===== src/rtl/dv_stim_seq.sv =====
// Stimulus sequencer: replays a preloaded command list into a DUT over valid/ready,
// counts responses and reports completion, overflow and DRAIN timeout to the harness.
module dv_stim_seq #(
    parameter int AW      = 6,
    parameter int DW      = 32,
    parameter int DLW     = 8,
    parameter int TIMEOUT = 1024
) (
    input  logic              clk,
    input  logic              reset,
    input  logic              start,
    input  logic              load_en,
    input  logic [AW-1:0]     load_addr,
    input  logic [DLW+DW-1:0] load_data,
    input  logic [AW:0]       num_cmds,
    output logic              stim_valid,
    output logic [DW-1:0]     stim_data,
    input  logic              stim_ready,
    input  logic              resp_valid,
    output logic [AW:0]       resp_count,
    output logic              cmds_done,
    output logic              test_done,
    output logic              timeout_err,
    output logic              resp_err
);

    localparam int TW = $clog2(TIMEOUT) + 1;
    localparam logic [AW:0] RESP_MAX = {1'b1, {AW{1'b0}}};

    typedef enum logic [2:0] {
        IDLE,
        DELAY,
        SEND,
        DRAIN,
        DONE
    } state_t;

    state_t state, state_n;

    logic [DLW+DW-1:0] mem [2**AW];

    logic [AW:0]     idx, idx_n;
    logic [DLW-1:0]  dcnt, dcnt_n;
    logic [TW-1:0]   tcnt, tcnt_n;
    logic [AW:0]     num_cmds_q, num_cmds_q_n;
    logic [AW:0]     resp_count_n;
    logic            cmds_done_n, test_done_n, timeout_err_n, resp_err_n;

    logic [AW-1:0]   nxt_addr;
    logic [DLW-1:0]  dly_cur, dly_nxt;
    logic [DW-1:0]   pay_cur;
    logic            resp_hit;

    // The array is deliberately left out of reset so a run can be replayed after an abort.
    always_ff @(posedge clk) begin
        if (load_en && state == IDLE) begin
            mem[load_addr] <= load_data;
        end
    end

    always_comb begin
        nxt_addr = idx[AW-1:0] + AW'(1);
        dly_cur  = mem[idx[AW-1:0]][DLW+DW-1:DW];
        pay_cur  = mem[idx[AW-1:0]][DW-1:0];
        dly_nxt  = mem[nxt_addr][DLW+DW-1:DW];
    end

    assign stim_valid = (state == SEND);
    assign stim_data  = (state == SEND) ? pay_cur : '0;

    always_comb begin
        state_n       = state;
        idx_n         = idx;
        dcnt_n        = dcnt;
        tcnt_n        = tcnt;
        num_cmds_q_n  = num_cmds_q;
        resp_count_n  = resp_count;
        cmds_done_n   = cmds_done;
        test_done_n   = test_done;
        timeout_err_n = timeout_err;
        resp_err_n    = resp_err;

        resp_hit = resp_valid && (state != IDLE);
        if (resp_hit) begin
            if (resp_count == num_cmds_q) begin
                resp_err_n = 1'b1;
            end
            if (resp_count != RESP_MAX) begin
                resp_count_n = resp_count + (AW+1)'(1);
            end
        end

        case (state)
            IDLE: begin
                if (start) begin
                    num_cmds_q_n = num_cmds;
                    idx_n        = '0;
                    if (num_cmds == '0) begin
                        state_n     = DRAIN;
                        cmds_done_n = 1'b1;
                        tcnt_n      = '0;
                    end else if (dly_cur == '0) begin
                        state_n = SEND;
                    end else begin
                        state_n = DELAY;
                        dcnt_n  = dly_cur;
                    end
                end
            end

            DELAY: begin
                dcnt_n = dcnt - DLW'(1);
                if (dcnt == DLW'(1)) begin
                    state_n = SEND;
                end
            end

            SEND: begin
                if (stim_ready) begin
                    if (idx == num_cmds_q - (AW+1)'(1)) begin
                        state_n     = DRAIN;
                        cmds_done_n = 1'b1;
                        tcnt_n      = '0;
                    end else begin
                        idx_n = idx + (AW+1)'(1);
                        if (dly_nxt == '0) begin
                            state_n = SEND;
                        end else begin
                            state_n = DELAY;
                            dcnt_n  = dly_nxt;
                        end
                    end
                end
            end

            DRAIN: begin
                tcnt_n = tcnt + TW'(1);
                // Completion uses this cycle's response too, so the last response ends DRAIN directly.
                if (resp_count_n >= num_cmds_q) begin
                    state_n     = DONE;
                    test_done_n = 1'b1;
                end else if (tcnt == TW'(TIMEOUT - 1)) begin
                    state_n       = DONE;
                    test_done_n   = 1'b1;
                    timeout_err_n = 1'b1;
                end
            end

            DONE: begin
                state_n = DONE;
            end

            default: begin
                state_n = IDLE;
            end
        endcase
    end

    always_ff @(posedge clk) begin
        if (reset) begin
            state       <= IDLE;
            idx         <= '0;
            dcnt        <= '0;
            tcnt        <= '0;
            num_cmds_q  <= '0;
            resp_count  <= '0;
            cmds_done   <= 1'b0;
            test_done   <= 1'b0;
            timeout_err <= 1'b0;
            resp_err    <= 1'b0;
        end else begin
            state       <= state_n;
            idx         <= idx_n;
            dcnt        <= dcnt_n;
            tcnt        <= tcnt_n;
            num_cmds_q  <= num_cmds_q_n;
            resp_count  <= resp_count_n;
            cmds_done   <= cmds_done_n;
            test_done   <= test_done_n;
            timeout_err <= timeout_err_n;
            resp_err    <= resp_err_n;
        end
    end

endmodule


===== config.mk =====
export PLATFORM = sky130hd
export DESIGN_NAME = dv_stim_seq
export DESIGN_NICKNAME = d
export VERILOG_FILES = /design/src/rtl/dv_stim_seq.sv
export SDC_FILE = /design/constraint.sdc
export NUM_CORES = 2
export LEC_CHECK = 0
export CORE_ASPECT_RATIO = 0.9
export CORE_MARGIN = 2
export CORE_UTILIZATION = 55
export DETAILED_ROUTE_END_ITERATION = 6
export GPL_ROUTABILITY_DRIVEN = 0
export PLACE_DENSITY = 0.74
export SLEW_MARGIN = 25
export SYNTH_ARGS = -nofsm -noshare
export SYNTH_HDL_FRONTEND = slang
export SYNTH_SLANG_ARGS = --single-unit

===== constraint.sdc =====
create_clock -name clk -period 3.32 [get_ports clk]
set_input_delay 0.498 -clock clk [delete_from_list [all_inputs] [get_ports clk]]
set_output_delay 0.498 -clock clk [all_outputs]
set_load 0.02 [all_outputs]

==> results.tsv <==
metric	value	unit
rrSetupSlack	-310	ps
pwr-share-comb	10.0	%
core_region_area	190800	µm²
ioPinCount	103	
setup_viol	42	
postRouteAntennaNets	0	
cp.depth	9	
layout-drive-gt1-share	36.22	%
fin_setup_tns	-31270	ps
relSlewSlack	30.31	%
drc_errors	0	
netSwitchingPower	16.23	mW
drt-initial-drc-count	10328	
start_util	55.37	%
critical_path_class	flop to output port	
via_per_inst	7.117	
seq_area_frac_synth	73.79	%
cp-end-kind	output port	
setup_ws	-992.3	ps
grt_pass1_vias	57501	
grt_pass1_wl	441900	µm
synth-async-reset-ratio	0	%
worst_path_most_repeated_cell	buf_12	
crit_path_max_incr_delay	530	ps
drt-total-wl	325700	µm
path_clk_slew	70	ps
layout_common_cells	2560 x edfxtp_1, 831 x mux4_2, 386 x buf_4	
max-cap-violations	0	
routedWlPerCell	39.40	µm
final_common_cell	edfxtp_1	
path_delay_family	multiplexers	
cts_buffer_depth	3	
synth_edf_count	2560	
crit_buf_inv	5	
fin_util	65.76	%
timing.final.crit_share	129.9	%
synth-seq-cells	2613	
status	finished, violations left	
fillers	11571	
seq_area	77960	µm²
cp_slowest_cell	mux4_2	
cts_sinks	2613	
power.share.switching	22.61	%
numCtsBuffers	235	
fin_crit	4312	ps
maxSlewViolCount	0	
crit_chain	buf_12 -> buf_12 -> buf_12 -> buf_12 -> mux4_2 -> mux4_2 -> mux4_2 -> and2_4 -> buf_6	
cts_hold_buf	0	
violations	setup timing	
die_w	465.9	µm
ys_warn_count	0	
clock.fmax	0.2319	GHz
gr-total-overflow	0	
first_pass_iters	6	
synth_cell_type_count	80	
htree_levels	4	
netlist_area	105600	µm²
intPower	55.53	mW
powerDensity	572.1	nW/µm²
syn_area_per_cell	21.85	µm²
crit-reg2reg-capture	dcnt[7]$_SDFFE_PP0P_	
fin_skew	46.76	ps
peakVddDrop	0.5518	mV
r2r_cells	13	
synthFlopType	edfxtp_1	
synthToLayoutAreaGrowth	18.76	%
tritoncts	yes	
grt_max_degree	65	
start_kind	flop	
die_area	195600	µm²
hold_class	input pin to flop	
rows	152	
cp.arrival	3810	ps
worst_slew_pin_slew	1045	ps
crit_fanout	8	
preCtsSetupSlack	-679.8	ps
die_y	419.7	µm
place_hpwl	168700	µm
worstHoldStart	load_data[13]	
clock_latency	890	ps
root_buffer	clkbuf_16	
grt_use_total	32.54	%
final_nets	5597	
required	2820	ps
p_leak	38.52	nW
rsz0062_at_grt	yes	
syn-num-nets	4906	
multiInputGateArea	27040	µm²
antenna_found_initial	11	
seqPwrFrac	51.0	%
hold_viol_final	0	
synthCells	4833	
endpoint	stim_data[9]	
num_vias	58830	
clkPwrFrac	39.0	%
io_buffers	102	
metal layers:
layer  global-route usage, %  vias up  part of all wire [%]
li1                        -    21966                     -
met1                   44.50    30265                    33
met2                   49.55     5484                    46
met3                   8.765     1103                    15
met4                   14.82       12                   5.7
met5                       0        -                 0.063
worst min-delay path by stage:
stage / cells after the start / to / slack (ps)
after floorplan: 2 / dcnt[6]$_SDFFE_PP0P_ / 460
after global placement: 2 / resp_err$_SDFFE_PP0P_ / 450
after detailed placement: 2 / cmds_done$_SDFFE_PP0P_ / 470
after CTS: 2 / cmds_done$_SDFFE_PP0P_ / 170
after global routing: 1 / mem[20][13]$_DFFE_PP_ / 9
final: 1 / mem[11][13]$_DFFE_PP_ / 20
what timing repair did:
action / CTS / global route
gates resized for setup: 306 / 116
setup endpoints to repair: 43 / 79
pin swaps: 21 / 32
setup buffers: 59 / 55
cloned: 22 / 17
through the flow:
step                hold WS (ps)  cell area, µm²  power (mW)  cells
floorplan                  462.6          106300       41.03   4833
global route               9.110          125400       73.31   8266
finish                     15.73          125400       71.76   8266
global placement           452.1          114500       43.20   7693
detailed placement         468.4          114500       43.31   7693
CTS                        166.7          124200       71.21   8205
registers in the layout, summed over array words and instances (netlist names), named ones only:
register     count
cmds_done        1
dcnt             8
idx              7
mem           2560
num_cmds_q       7
resp_count       7
resp_err         1
state            3
tcnt            11
test_done        1
timeout_err      1
synthesized netlist by cell type, drive strengths merged, types with 9 or more instances:
library cell	n	area share, %
a31oi	22	0.13
xor2	24	0.22
nor2b	40	0.24
nand2	135	0.48
nor2	170	0.60
and2	26	0.15
edfxtp	2560	73
a21oi	52	0.25
nand3	57	0.28
nor3	14	0.071
nor4	9	0.079
o21ai	17	0.081
a32oi	9	0.075
a211oi	54	0.40
inv	24	0.085
nand3b	11	0.078
o22ai	31	0.18
dfxtp	53	1.0
mux2i	185	1.8
buf	217	1.3
nand4	12	0.071
clkbuf	68	0.24
and3	11	0.065
nand2b	11	0.065
mux4	833	18
ha	14	0.17
xnor2	21	0.17
a22oi	57	0.41
power groups by stage:
stage | clock, mW | combinational (mW) | sequential, mW
finish | 28.0 | 7.17 | 36.6
global route | 29.2 | 7.48 | 36.6
CTS | 27.9 | 6.71 | 36.6
detailed placement | 0 | 6.00 | 37.3
global placement | 0 | 5.91 | 37.3
floorplan | 0 | 3.74 | 37.3
final cells by class:
| class | count | share of cell area (%) |
|---|---|---|
| Sequential cell | 2613 | 62.16 |
| Multi-Input combinational cell | 1910 | 21.55 |
| Timing Repair Buffer | 739 | 7.440 |
| Clock buffer | 283 | 4.883 |
| Tap cell | 2541 | 2.535 |
| Clock inverter | 153 | 1.354 |
| Inverter | 25 | 0.07481 |
| Antenna cell | 2 | 0.003990 |
cells by family after synthesis:
group                    Yosys count  share of synthesized area [%]
flip-flops                      2613                          73.79
multiplexers                    1022                          19.57
AND/OR/NAND/NOR                  517                          2.336
AO/OA/AOI/OAI                    312                          2.134
buffers and inverters            310                          1.616
XOR/XNOR                          45                         0.3909
adder cells (fa/ha/maj)           14                         0.1659
No activity file was read; power rests on OpenSTA's default activity.
